--- src/rtl/shot_timer_ctrl_pkg.sv ---
// Shared game definitions for the shot timer and the fire-ready bar decoder.
package shot_timer_ctrl_pkg;

    // Shot controller state encoding.
    typedef enum logic [1:0] {
        ST_DISABLED = 2'd0,
        ST_RECHARGE = 2'd1,
        ST_READY    = 2'd2
    } shot_state_t;

    // shot_timer levels shared with shot_timer_to_frb.
    localparam logic [1:0] SHOT_EMPTY = 2'd3;
    localparam logic [1:0] SHOT_FULL  = 2'd0;

    // One recharge step. The result saturates at SHOT_FULL and never wraps.
    function automatic logic [1:0] shot_step_down(input logic [1:0] level);
        if (level == SHOT_FULL) begin
            return SHOT_FULL;
        end else begin
            return level - 2'd1;
        end
    endfunction

endpackage

--- src/rtl/shot_timer_ctrl_edge_detect_rise.sv ---
// Rising-edge detector for an already-synchronised button level.
// The delayed copy resets to RESET_VAL. With the default of 1, a button held
// through reset does not report an edge.
module edge_detect_rise #(
    parameter logic RESET_VAL = 1'b1
) (
    input  logic clk,
    input  logic reset,
    input  logic din,
    output logic rise
);

    logic din_d_r;

    // Keep a one-cycle delayed copy of the input level.
    always_ff @(posedge clk) begin
        if (reset) begin
            din_d_r <= RESET_VAL;
        end else begin
            din_d_r <= din;
        end
    end

    assign rise = din & ~din_d_r;

endmodule

--- src/rtl/shot_timer_ctrl.sv ---
// Shot timer controller. It turns a trigger rising edge into a one-cycle fire
// pulse, then recharges shot_timer 3->2->1->0, taking one step per
// TICKS_PER_STEP frame ticks.
module shot_timer_ctrl
    import shot_timer_ctrl_pkg::*;
#(
    parameter int TICKS_PER_STEP = 15,
    parameter int CNT_W          = 8
) (
    input  logic       clk,
    input  logic       reset,
    input  logic       frame_tick,
    input  logic       trigger,
    input  logic       enable,
    output logic [1:0] shot_timer,
    output logic       fire_pulse,
    output logic       ready
);

    localparam logic [CNT_W-1:0] TICK_LAST = CNT_W'(TICKS_PER_STEP - 1);
    localparam logic [CNT_W-1:0] TICK_ZERO = CNT_W'(0);
    localparam logic [CNT_W-1:0] TICK_ONE  = CNT_W'(1);

    shot_state_t      state_r;
    shot_state_t      state_s;
    logic [1:0]       shot_timer_r;
    logic [1:0]       shot_timer_s;
    logic [CNT_W-1:0] tick_cnt_r;
    logic [CNT_W-1:0] tick_cnt_s;
    logic             fire_pulse_r;
    logic             fire_pulse_s;
    logic             ready_r;
    logic             ready_s;
    logic             press_s;

    edge_detect_rise #(
        .RESET_VAL (1'b1)
    ) u_trigger_edge (
        .clk   (clk),
        .reset (reset),
        .din   (trigger),
        .rise  (press_s)
    );

    // Next-state and next-output logic. enable low overrides every other input.
    always_comb begin
        state_s      = state_r;
        shot_timer_s = shot_timer_r;
        tick_cnt_s   = tick_cnt_r;
        fire_pulse_s = 1'b0;

        if (!enable) begin
            state_s      = ST_DISABLED;
            shot_timer_s = SHOT_EMPTY;
            tick_cnt_s   = TICK_ZERO;
        end else begin
            case (state_r)
                ST_DISABLED: begin
                    state_s      = ST_RECHARGE;
                    shot_timer_s = SHOT_EMPTY;
                    tick_cnt_s   = TICK_ZERO;
                end
                ST_RECHARGE: begin
                    // A press here is dropped; only frame ticks advance the recharge.
                    if (frame_tick) begin
                        if (tick_cnt_r == TICK_LAST) begin
                            tick_cnt_s   = TICK_ZERO;
                            shot_timer_s = shot_step_down(shot_timer_r);
                            if (shot_timer_s == SHOT_FULL) begin
                                state_s = ST_READY;
                            end else begin
                                state_s = ST_RECHARGE;
                            end
                        end else begin
                            tick_cnt_s = tick_cnt_r + TICK_ONE;
                        end
                    end else begin
                        state_s = ST_RECHARGE;
                    end
                end
                ST_READY: begin
                    shot_timer_s = SHOT_FULL;
                    // A shot takes priority over a frame tick in the same cycle.
                    if (press_s) begin
                        state_s      = ST_RECHARGE;
                        shot_timer_s = SHOT_EMPTY;
                        tick_cnt_s   = TICK_ZERO;
                        fire_pulse_s = 1'b1;
                    end else begin
                        state_s = ST_READY;
                    end
                end
                default: begin
                    state_s      = ST_DISABLED;
                    shot_timer_s = SHOT_EMPTY;
                    tick_cnt_s   = TICK_ZERO;
                end
            endcase
        end

        ready_s = (state_s == ST_READY);
    end

    // State and registered outputs, with synchronous reset.
    always_ff @(posedge clk) begin
        if (reset) begin
            state_r      <= ST_DISABLED;
            shot_timer_r <= SHOT_EMPTY;
            tick_cnt_r   <= TICK_ZERO;
            fire_pulse_r <= 1'b0;
            ready_r      <= 1'b0;
        end else begin
            state_r      <= state_s;
            shot_timer_r <= shot_timer_s;
            tick_cnt_r   <= tick_cnt_s;
            fire_pulse_r <= fire_pulse_s;
            ready_r      <= ready_s;
        end
    end

    assign shot_timer = shot_timer_r;
    assign fire_pulse = fire_pulse_r;
    assign ready      = ready_r;

endmodule

--- config.mk ---
export PLATFORM = sky130hd
export DESIGN_NAME = shot_timer_ctrl
export DESIGN_NICKNAME = d
export VERILOG_FILES = /design/src/rtl/shot_timer_ctrl_pkg.sv /design/src/rtl/shot_timer_ctrl_edge_detect_rise.sv /design/src/rtl/shot_timer_ctrl.sv
export SDC_FILE = /design/constraint.sdc
export NUM_CORES = 1
export LEC_CHECK = 0
export ABC_AREA = 1
export BUFFER_PORTS_ARGS = -buffer_cell sky130_fd_sc_hd__buf_2
export CORE_MARGIN = 2
export CORE_UTILIZATION = 50
export CTS_CLUSTER_DIAMETER = 50
export DETAILED_ROUTE_END_ITERATION = 8
export GPL_ROUTABILITY_DRIVEN = 0
export HOLD_SLACK_MARGIN = 0.15
export MAX_ROUTING_LAYER = met4
export PLACE_DENSITY_LB_ADDON = 0.3
export SLEW_MARGIN = 40
export SYNTH_ARGS = -nofsm -noshare
export SYNTH_HDL_FRONTEND = slang
export SYNTH_SLANG_ARGS = --single-unit
--- constraint.sdc ---
create_clock -name clk -period 1.5 [get_ports clk]
set_input_delay 0.15 -clock clk [delete_from_list [all_inputs] [get_ports clk]]
set_output_delay 0.15 -clock clk [all_outputs]
set_load 0.01 [all_outputs]
==> impl_results.md <==
- Worst setup margin: 0.108 ns
- Power Dens Cells: 691 nW/um2
- Final wirelength: 1.82 mm
- Core area: 1710 um2
- Mean routed wirelength per cell: 10.4 um
- Sink Count: 15
- Fin nets: 161
- RSZ-0062 raised after global routing: true
- Vias per std cell: 4.86
- Buffers on Ports: 8
- Clock-pin slew on the worst setup and hold paths: 0.09 ns
- Clock skew: 0.00156 ns
- DR iter-0 viols: 16
- Met3 Use GR: 0.0510
- Final Setup Violations: 0
- Worst path arrival time: 1.58 ns
- Tightest Hold Check Type: input port to flip-flop
- Length of the first detailed-routing pass in iterations: 4
- CTS tree: done
- CTS H-Tree Depth: 1
- Final instance area: 1030 um2
- Outcome: complete, no violations
- Overflow after GRT: 0
- Vias in the first global route: 803
- Yosys reg bits: 15
- Met1 Use GR: 0.229
- Synth top area share: 0.332
- Gr busiest metal: met2
- Clock Tree Buf Depth: 2
- Largest cells by area after synthesis: dfxtp_1, nand2_1, inv_1, ha_1, nor2_1
- DR vias: 846
- Leakage: 0.000507 uW
- Io pins: 9
- Worst Tran Pin Value: 0.211 ns
- Synthesized cell area: 905 um2
- Post-CTS Setup Inserts: 0
- Required @ worst endpoint: 1.69 ns
- Fin util: 0.603
- Synth unique cells: 22
- Root buffer cell: clkbuf_4
- Max cap viols: 0
- Initial core utilization: 0.530
- Vert. Die Dim: 46.5 um
- Residual DRC: 0
- Total Routing Usage GR: 0.214
- Die area: 2170 um2
- Setup crit end kind: flip-flop
- Largest net degree at the start of global routing: 9
- Layout cells sized above 1: 0.161
- Mapped Cells: 135
- Die width: 46.5 um
- Fillers: 169
- Warnings, synthesis: 0
- Post-Place Worst Slack: 0.0567 ns
- Met2 Track Usage GR: 0.375
- Multi-input gate area: 517 um2
- First-pass GRT wire length: 3.12 mm
- Post-place instance area: 976 um2
- Fmax: 718 MHz
- Worst vdd ir: 0.396 mV
- Register area: 302 um2
- Cell taking the most area after synthesis: dfxtp_1
- Crit path kind: flip-flop to flip-flop
- Crit path time final: 1.39 ns
- Total clock buffers created by CTS: 3
- Synth Net Count: 146
- Hpwl dp: 1.48 mm
- Sequential area share after synthesis: 0.332
- Max-slew violations: 0
- Num rows: 15
- Fin. Hold Viols: 0
- Antenna Cells: 0
- Critical Path Start Type: flip-flop
- Mapped Avg Cell Area: 6.70 um2
- Area growth syn-to-layout: 13.8%
- Period utilization: 0.928
- Insertion delay of the later-clocked pin in the worst-skew pair: 0.28 ns
- Max_slew headroom: 0.859
- Worst-path maximum fanout: 4
- Initial antenna violation count: 0
- Post-route ant nets: 0
## stage by stage
step / std cells / setup TNS [ns] / hold WS, ns / power (uW)
after floorplan: 135 / 0 / 0.254 / 466
after global placement: 168 / 0 / 0.342 / 483
after detailed placement: 168 / 0 / 0.357 / 484
after CTS: 174 / 0 / 0.167 / 720
after global routing: 174 / -0.144 / 0.176 / 750
final: 174 / 0 / 0.162 / 711
## layer usage
| layer | share of wire | up-vias |
|---|---|---|
| met5 | 0 | - |
| met4 | 0.025 | 0 |
| met3 | 0.042 | 6 |
| met2 | 0.50 | 18 |
| met1 | 0.43 | 376 |
| li1 | - | 446 |
## registers in the layout, indices dropped and copies added, names as in the netlist
register                cells
state_r                     2
u_trigger_edge.din_d_r      1
ready                       1
fire_pulse                  1
shot_timer                  2
tick_cnt_r                  8
## worst max-delay path, stage by stage (launching register included)
cell and delay (ns):
dfxtp_2 0.34, inv_1 0.07, ha_1 0.23, o21ai_4 0.10, and3_1 0.18, or2_2 0.27
nand2_1 0.06, nor2_1 0.03
## kinds of logic after synthesis
kind of cell	after synthesis	synth area share
AOI/OAI and AO/OA	14	0.112
adders and majority gates	6	0.0830
buffers and inverters	24	0.104
DFF	15	0.332
and+or+nand+nor	76	0.369
## power by group
| group | internal (uW) | total [uW] | switching, uW |
|---|---|---|---|
| clock | 103 | 231 | 128 |
| sequential | 405 | 411 | 6.44 |
| combinational | 27.3 | 68.9 | 41.7 |
| total | 535 | 711 | 176 |
## worst paths after layout
check	depth (start not counted)	slack [ns]	endpoint	from
setup / recovery	7	0.11	tick_cnt_r[3]	state_r[0]
hold / removal	4	0.16	ready	enable
setup reg to reg	7	0.11	tick_cnt_r[3]	state_r[0]
hold reg to reg	2	0.49	tick_cnt_r[0]	tick_cnt_r[0]
## synth_stat cells
master and instances:
and3_1 1, o21ai_4 2, nor2_1 14, or2_2 1, nor3_2 1, inv_1 23, buf_4 1, a21oi_2 1
nor3_1 1, o21ai_0 3, or2_0 1, a21oi_1 6, nand2_1 40, nand4_1 2, a21boi_0 1, nor2_2 1
nand3_1 8, dfxtp_1 15, ha_1 6, nand2_2 5, o211ai_1 1, nor3b_1 1
## cell usage in the layout (no fill, tap or decap)
master         Yosys  routed
nand2_1           40      40
inv_1             23      23
nor2_1            14      14
dfxtp_1           15      14
nand3_1            8       8
buf_2              0       8
a21oi_1            6       6
ha_1               6       6
nand2_2            5       5
o21ai_0            3       3
clkbuf_4           0       3
o21ai_4            2       2
nand4_1            2       2
dlygate4sd3_1      0       2
nor2_2             1       1
nor3_4             0       1
and3_1             1       1
or2_2              1       1
a21oi_2            1       1
or2_0              1       1
nor3_1             1       1
a21boi_0           1       1
nor3b_1            1       1
o211ai_1           1       1
clkbuf_1           0       1
buf_4              1       1
dfxtp_2            0       1
## cell type report
class,count,share of cell area
Inverter,23,0.0838
Sequential cell,15,0.293
Tap cell,25,0.0304
Clock buffer,4,0.0255
Multi-Input combinational cell,96,0.502
Timing Repair Buffer,11,0.0656
## timing repair
action,CTS,global route
hold endpoints to repair,1,0
gates resized for setup,0,2
setup endpoints to repair,0,8
hold buffers,2,0
(Power assumes the default switching activity.)
